===== src/rtl/sync_fifo.sv =====
// rtl/sync_fifo.sv - single-clock first-word fall-through FIFO
//
// Parameters: DSIZE data width, ASIZE address width (DEPTH = 2**ASIZE words).
// Ports:
//   wclk      clock, all state updates on the rising edge
//   wrst_n    synchronous active-low reset
//   winc      write request, accepted when wfull=0
//   wdata     write data
//   rinc      read request, pops when rempty=0
//   rdata     head-of-FIFO word (combinational read of memory)
//   wfull     registered full flag
//   rempty    registered empty flag
//   overflow  sticky write-while-full flag   (only with FIFO_ERR_FLAGS_EN)
//   underflow sticky read-while-empty flag   (only with FIFO_ERR_FLAGS_EN)
// Optional feature macro: FIFO_ERR_FLAGS_EN

module sync_fifo #(
    parameter int DSIZE = 8,
    parameter int ASIZE = 3
) (
    input  logic             wclk,
    input  logic             wrst_n,
    input  logic             winc,
    input  logic [DSIZE-1:0] wdata,
    input  logic             rinc,
    output logic [DSIZE-1:0] rdata,
    output logic             wfull,
`ifdef FIFO_ERR_FLAGS_EN
    output logic             rempty,
    output logic             overflow,
    output logic             underflow
`else
    output logic             rempty
`endif
);

    localparam int DEPTH = 1 << ASIZE;

    logic [DSIZE-1:0] mem [0:DEPTH-1];

    // Pointers carry one extra wrap bit so full and empty are distinguishable
    // when the address bits match.
    logic [ASIZE:0] wptr;
    logic [ASIZE:0] rptr;
    logic [ASIZE:0] wptr_next;
    logic [ASIZE:0] rptr_next;
    logic           do_write;
    logic           do_read;
    logic           wfull_next;
    logic           rempty_next;

    // Flags are registered, so qualifying with the current flags blocks
    // writes at full and reads at empty on the same edge.
    assign do_write = winc & ~wfull;
    assign do_read  = rinc & ~rempty;

    assign wptr_next = wptr + {{ASIZE{1'b0}}, do_write};
    assign rptr_next = rptr + {{ASIZE{1'b0}}, do_read};

    // Flags come from next-state pointers so they track the edge that
    // changed occupancy rather than lagging by a cycle.
    assign rempty_next = (wptr_next == rptr_next);
    assign wfull_next  = (wptr_next[ASIZE] != rptr_next[ASIZE]) &&
                         (wptr_next[ASIZE-1:0] == rptr_next[ASIZE-1:0]);

    always_ff @(posedge wclk) begin
        if (!wrst_n) begin
            wptr   <= '0;
            rptr   <= '0;
            wfull  <= 1'b0;
            rempty <= 1'b1;
        end else begin
            wptr   <= wptr_next;
            rptr   <= rptr_next;
            wfull  <= wfull_next;
            rempty <= rempty_next;
        end
    end

    // Storage is not reset; a write presented during reset is dropped.
    always_ff @(posedge wclk) begin
        if (wrst_n && do_write) begin
            mem[wptr[ASIZE-1:0]] <= wdata;
        end
    end

    assign rdata = mem[rptr[ASIZE-1:0]];

`ifdef FIFO_ERR_FLAGS_EN
    always_ff @(posedge wclk) begin
        if (!wrst_n) begin
            overflow  <= 1'b0;
            underflow <= 1'b0;
        end else begin
            if (winc && wfull) begin
                overflow <= 1'b1;
            end
            if (rinc && rempty) begin
                underflow <= 1'b1;
            end
        end
    end
`endif

endmodule


===== config.mk =====
export PLATFORM = sky130hd
export DESIGN_NAME = sync_fifo
export DESIGN_NICKNAME = d
export VERILOG_FILES = /design/src/rtl/sync_fifo.sv
export SDC_FILE = /design/constraint.sdc
export NUM_CORES = 1
export LEC_CHECK = 0
export ABC_AREA = 1
export CAP_MARGIN = 10
export CORE_MARGIN = 5
export CORE_UTILIZATION = 62
export DETAILED_ROUTE_END_ITERATION = 10
export PLACE_DENSITY_LB_ADDON = 0.05
export RECOVER_POWER = 50
export SYNTH_ARGS = -nofsm -noshare
export SYNTH_HDL_FRONTEND = slang
export SYNTH_SLANG_ARGS = --single-unit

===== constraint.sdc =====
create_clock -name wclk -period 3.19 [get_ports wclk]
set_clock_uncertainty 0.15 [all_clocks]
set_input_delay 0.638 -clock wclk [delete_from_list [all_inputs] [get_ports wclk]]
set_output_delay 0.638 -clock wclk [all_outputs]
set_load 0.02 [all_outputs]

==> metrics.md, run 1 <==
| Metric | Value |
|---|---|
| Initial antenna violation count | `0` |
| Worst hold path class | `flip-flop to flip-flop` |
| PwrDens | `554 mW/mm^2` |
| Die area | `0.00647 mm^2` |
| Drt first pass iters | `4` |
| Starting Density | `64.3%` |
| Syn Area/Cell | `11.0 um^2` |
| # DRC | `0` |
| Die Y | `just over 80 um` |
| NumNets Final | `330` |
| Crit path time final | `2980 ps` |
| Critical path data arrival time | `between 2000 and 2500 ps` |
| CP required | `2400 ps` |
| Max Cap Viol | `0` |
| Core box area | `0.00479 mm^2` |
| Yosys warns | `0` |
| Worst-Margin Slew | `610 ps` |
| Period Utilization, post-route | `93.4%` |
| Final setup violation count | `0` |
| Status | `completed` |
| CP Class | `flip-flop to output port` |
| RSZ-0062 raised after global routing | `false` |
| Area Overhead vs Synth | `15.7%` |
| Die X | `roughly 80 um` |
| Share of layout cells above drive strength 1 | `between 10% and 20%` |
| Critical path endpoint category | `output port` |
| GRT overflow | `0` |
| Sequential area share after synthesis | `68.9%` |
| Root buffer cell | `clkbuf_8` |
| Final worst slack | `209 ps` |
| Setup total negative slack | `0 ps` |
| Vias | `between 2000 and 2500` |
| DRT Wirelength | `approximately 5.8 mm` |
| Worst-path clk slew | `80 ps` |
| Final hold viol count | `0` |
| Maximum fanout along the worst path | `11` |
| Vias/cell | `5.37` |
| Drt initial violations | `81` |
| Rel. slew slack | `59.3%` |
| Max Clk Rate | `about 340 MHz` |
| Core Rows | `25` |
| IO buf count | `21` |
| Clock Sinks | `74` |
| Netlist cell types | `18` |
| First-pass GRT wire length | `9.41 mm` |
| Hold-fix buffers, CTS | `0` |
| Post-Synthesis Cells | `280` |
| Vias in the first global route | `1919` |
| Largest net degree at the start of global routing | `33` |
| Commonest cells after routing, fill and taps aside | `64 x edfxtp_1, 62 x nand2_1, 46 x nor2_1, 25 x o21ai_1, 20 x inv_1` |
| CTS max path bufs | `2` |
| Post-CTS setup repair buffer count | `0` |
| #FFs+latches synth | `74` |
| H-tree depth | `3` |
| ANT nets after route | `0` |
| Maximum vdd drop | `~0.37 mV` |
| Inserted Clock Buffers | `9` |
| Slew Viols, Final | `0` |
| Startpoint type of the worst setup path | `flip-flop` |
| Wire length per cell | `14.9 um` |
| Commonest non-fill, non-tap cell in the layout | `edfxtp_1` |
| GPL Wtd Cong | `0.864` |
| Leak Pwr | `roughly 1.4 nW` |
| Antenna cells | `0` |
| Mapped Area | `0.00308 mm^2` |
| Syn nets | `296` |
| Post-CTS resize count | `0` |
| CTS tree | `yes` |
| Pre-CTS WS | `575 ps` |
| Detailed Place HPWL | `3.87 mm` |
| Clock Latency Late Sink | `340 ps` |
| Ports | `22` |
| Gr usage total | `20.3%` |
==> critical path, stage by stage, from the launching register on <==
cell             delay [ps]
dfxtp_1                 550
buf_4                   260
o21ai_0                 100
o22ai_1                 170
nand2_1                  70
nand2_1                 100
clkdlybuf4s50_1         610
==> worst paths after layout <==
| path | start | to | slack, ps | cells past startpoint |
|---|---|---|---|---|
| min | rptr[3] | rptr[3] | 430 | 3 |
| min reg2reg | rptr[3] | rptr[3] | 430 | 3 |
| max | rptr[1] | rdata[7] | 210 | 6 |
| max reg2reg | rptr[0] | rempty | 1300 | 10 |
==> layer usage <==
metal / global-route usage, % / vias up / routed length [um] / share of wire, %
met1: 26.6 / 977 / 2480 / 43
met5: 0 / - / 0 / 0
met4: 8.45 / 0 / 63 / 1.1
met2: 32.4 / 57 / 2850 / 50
met3: 4.93 / 8 / 362 / 6.3
li1: - / 1032 / - / -
==> synthesized netlist by cell type, drive strengths merged <==
cell type	count	share of area, %
nor2	46	5.6
edfxtp	64	62
nor3	1	0.33
inv	23	2.8
nand4	3	0.81
buf	12	2.7
dfxtp	10	6.5
o21ai	32	5.2
nand3	6	0.98
ha	4	1.6
nand2	62	7.6
clkinv	1	0.16
o22ai	16	3.3
==> cells by family (layout without fill, tap and decap cells) <==
group                      Yosys count  count (layout)  synth area share (%)
and+or+nand+nor                    118             118                  15.3
AOI/OAI and AO/OA                   48              48                  8.46
buffers and inverters               36              75                  5.69
DFF                                 74              74                  68.9
adders and majority gates            4               4                  1.63
==> final cells by class <==
class / instances / area, um^2
clock buffer: 9 / 124
clock inverter: 7 / 45.0
fill: 347 / 1220
inverter: 24 / 91.3
multi-input combinational: 170 / 781
sequential: 74 / 2120
tap: 67 / 83.8
timing repair buffer: 35 / 315
==> state kept, by name, summed over array words and instances (netlist names) <==
register  flops
wptr          4
wfull         1
mem          64
rempty        1
rptr          4
==> power by group <==
group	total [mW]	leakage [nW]	switching (mW)	internal, mW
Sequential	1.08	0.660	0.0113	1.07
Clock	0.614	0.0891	0.334	0.280
Combinational	0.277	0.642	0.169	0.108
==> metrics by stage <==
step           util, %  total power, mW  instances  hold slack (ps)  area [um^2]
3_5_place_dp      70.9             1.39        370              419         3390
6_report          74.4             1.97        386              434         3560
3_3_place_gp      70.9             1.38        370              406         3390
4_1_cts           74.4             1.99        386              438         3560
5_1_grt           74.4             2.07        386              485         3560
2_1_floorplan        -             1.28        280              374         3080
Power figures use the tool's default switching activity.
==> run 2, diff against run 1 <==
- CORE_ASPECT_RATIO: default -> 2
==> metrics.md, run 2 (synthesis gave the netlist of run 1 again) <==
| Metric | Value |
|---|---|
| Final setup violation count | `0` |
| CTS max path bufs | `2` |
| Commonest non-fill, non-tap cell in the layout | `edfxtp_1` |
| Cell-internal power | `1.51 mW` |
| Maximum fanout along the worst path | `11` |
| Worst hold path class | `flip-flop to flip-flop` |
| Post-CTS resize count | `0` |
| Vias in the first global route | `2166` |
| Critical path endpoint category | `output port` |
| Multi-input gate area | `781 um^2` |
| Worst-Margin Slew | `640 ps` |
| NumNets Final | `329` |
| Hold-fix buffers, CTS | `0` |
| Clock Latency Late Sink | `330 ps` |
| Logic pwr share | `around 14%` |
| Sw Pwr | `479 uW` |
| CTS tree | `yes` |
| Status | `completed` |
| Largest net degree at the start of global routing | `33` |
| Wire length per cell | `between 15 and 20 um` |
| Root buffer cell | `clkbuf_8` |
| Initial antenna violation count | `0` |
| Commonest cells after routing, fill and taps aside | `64 x edfxtp_1, 62 x nand2_1, 46 x nor2_1, 25 x o21ai_1, 20 x inv_1` |
| Period Utilization, post-route | `94.9%` |
| Detailed Place HPWL | `4.44 mm` |
| Core box area | `0.00486 mm^2` |
| Inserted Clock Buffers | `9` |
| CP required | `2400 ps` |
| Setup total negative slack | `0 ps` |
| H-tree depth | `3` |
| Die X | `59.8 um` |
| Share of layout cells above drive strength 1 | `8.81%` |
| Drt first pass iters | `4` |
| ANT nets after route | `0` |
| Switching portion of total power | `24.1%` |
| Die Y | `110 um` |
| Vias | `2084` |
| Die area | `roughly 0.0066 mm^2` |
| Hold Crit Start | `rptr[3]` |
| Worst R2R End | `mem[3][3]` |
| Worst-path clk slew | `around 70 ps` |
| Max Clk Rate | `330 MHz` |
| First-pass GRT wire length | `between 10 and 15 mm` |
| Reg2reg start | `wfull` |
| Pwr Total | `a little under 2 mW` |
| Critical path data arrival time | `2240 ps` |
| Flop pwr share | `54.6%` |
| PwrDens | `roughly 560 mW/mm^2` |
| Hold Path Cell Cnt | `3` |
| CP Class | `flip-flop to output port` |
| Maximum vdd drop | `0.492 mV` |
| Gr usage total | `22.2%` |
| Fin Hold WS | `439 ps` |
| Starting Density | `63.3%` |
| R2R cell count | `4` |
| Post-CTS setup repair buffer count | `0` |
| Core Rows | `36` |
| # DRC | `0` |
| Number of flip-flops under the largest register name | `between 60 and 70` |
| Worst hold endpoint | `rptr[3]` |
| DRT Wirelength | `6.32 mm` |
| Reg2Reg Setup Slack | `1420 ps` |
| RSZ-0062 raised after global routing | `false` |
| GPL Wtd Cong | `0.783` |
| Final hold viol count | `0` |
| Slew Viols, Final | `0` |
| IO buf count | `21` |
| Area Overhead vs Synth | `14.9%` |
| Crit path time final | `3030 ps` |
| Clock Sinks | `74` |
| Clock power share | `31.2%` |
| # fillers | `371` |
| Ports | `22` |
| Drt initial violations | `86` |
| Rel. slew slack | `57.3%` |
| Startpoint type of the worst setup path | `flip-flop` |
| Max Cap Viol | `0` |
| Antenna cells | `0` |
| Leak Pwr | `1.37 nW` |
| GRT overflow | `0` |
| Sequential Area | `0.00212 mm^2` |
| Vias/cell | `5.56` |
==> run 2: changes by cell type in the layout (fill, tap and decap cells not counted), sizes merged, moves of 2 or more <==
| cell | before | now |
|---|---|---|
| clkbuf | 9 | 18 |
| clkinv | 6 | 1 |
| buf | 14 | 11 |
| clkdlybuf4s50 | 9 | 11 |
| dlygate4sd3 | 12 | 10 |
==> run 2: metal layers <==
metal | track usage, % | wire [um] | up-vias
met1 | 24.0 | 2250 | 986
met5 | 0 | 0 | -
met3 | 4.58 | 223 | 16
met4 | 10.6 | 184 | 0
li1 | - | - | 1029
met2 | 39.8 | 3660 | 53
==> run 2: cell type report <==
class	count	share of cell area [%]
clock buffers	16	4.81
inverters	24	2.58
multi-input cells	170	22.1
flip-flops and latches	74	60.0
well taps	57	2.02
repair buffers	34	8.49
==> run 2: per-stage QoR <==
step / utilization [%] / setup WS [ps] / cells / instance area [um^2]
finish: 72.7 / 161 / 375 / 3540
global route: 72.7 / 22.3 / 375 / 3540
CTS: 72.8 / 138 / 375 / 3540
detailed placement: 69.3 / 516 / 359 / 3370
global placement: 69.3 / 546 / 359 / 3370
floorplan: - / 1200 / 280 / 3080
==> run 2: worst max path at each step <==
stage | from | endpoint | slack (ps) | cells past startpoint
global route | rptr[1] | rdata[4] | 20 | 6
detailed placement | rptr[1] | rdata[4] | 520 | 6
CTS | rptr[1] | rdata[3] | 140 | 6
global placement | rptr[1] | rdata[3] | 550 | 6
finish | rptr[1] | rdata[4] | 160 | 6
floorplan | wrst_n | mem[0][0] | 1200 | 5
==> run 2: worst max-delay path, stage by stage (launching register included) <==
cell             delay (ps)
dfxtp_1                 580
buf_4                   260
o21ai_0                 120
o22ai_1                 190
nand2_1                  70
nand2_1                  80
clkdlybuf4s50_1         600
==> run 2: power by group through the flow <==
stage,sequential (mW),combinational [mW],clock (mW)
CTS,1.08,0.289,0.630
floorplan,1.11,0.177,0
detailed placement,1.11,0.289,0
finish,1.08,0.283,0.620
global placement,1.10,0.281,0
global route,1.09,0.313,0.677
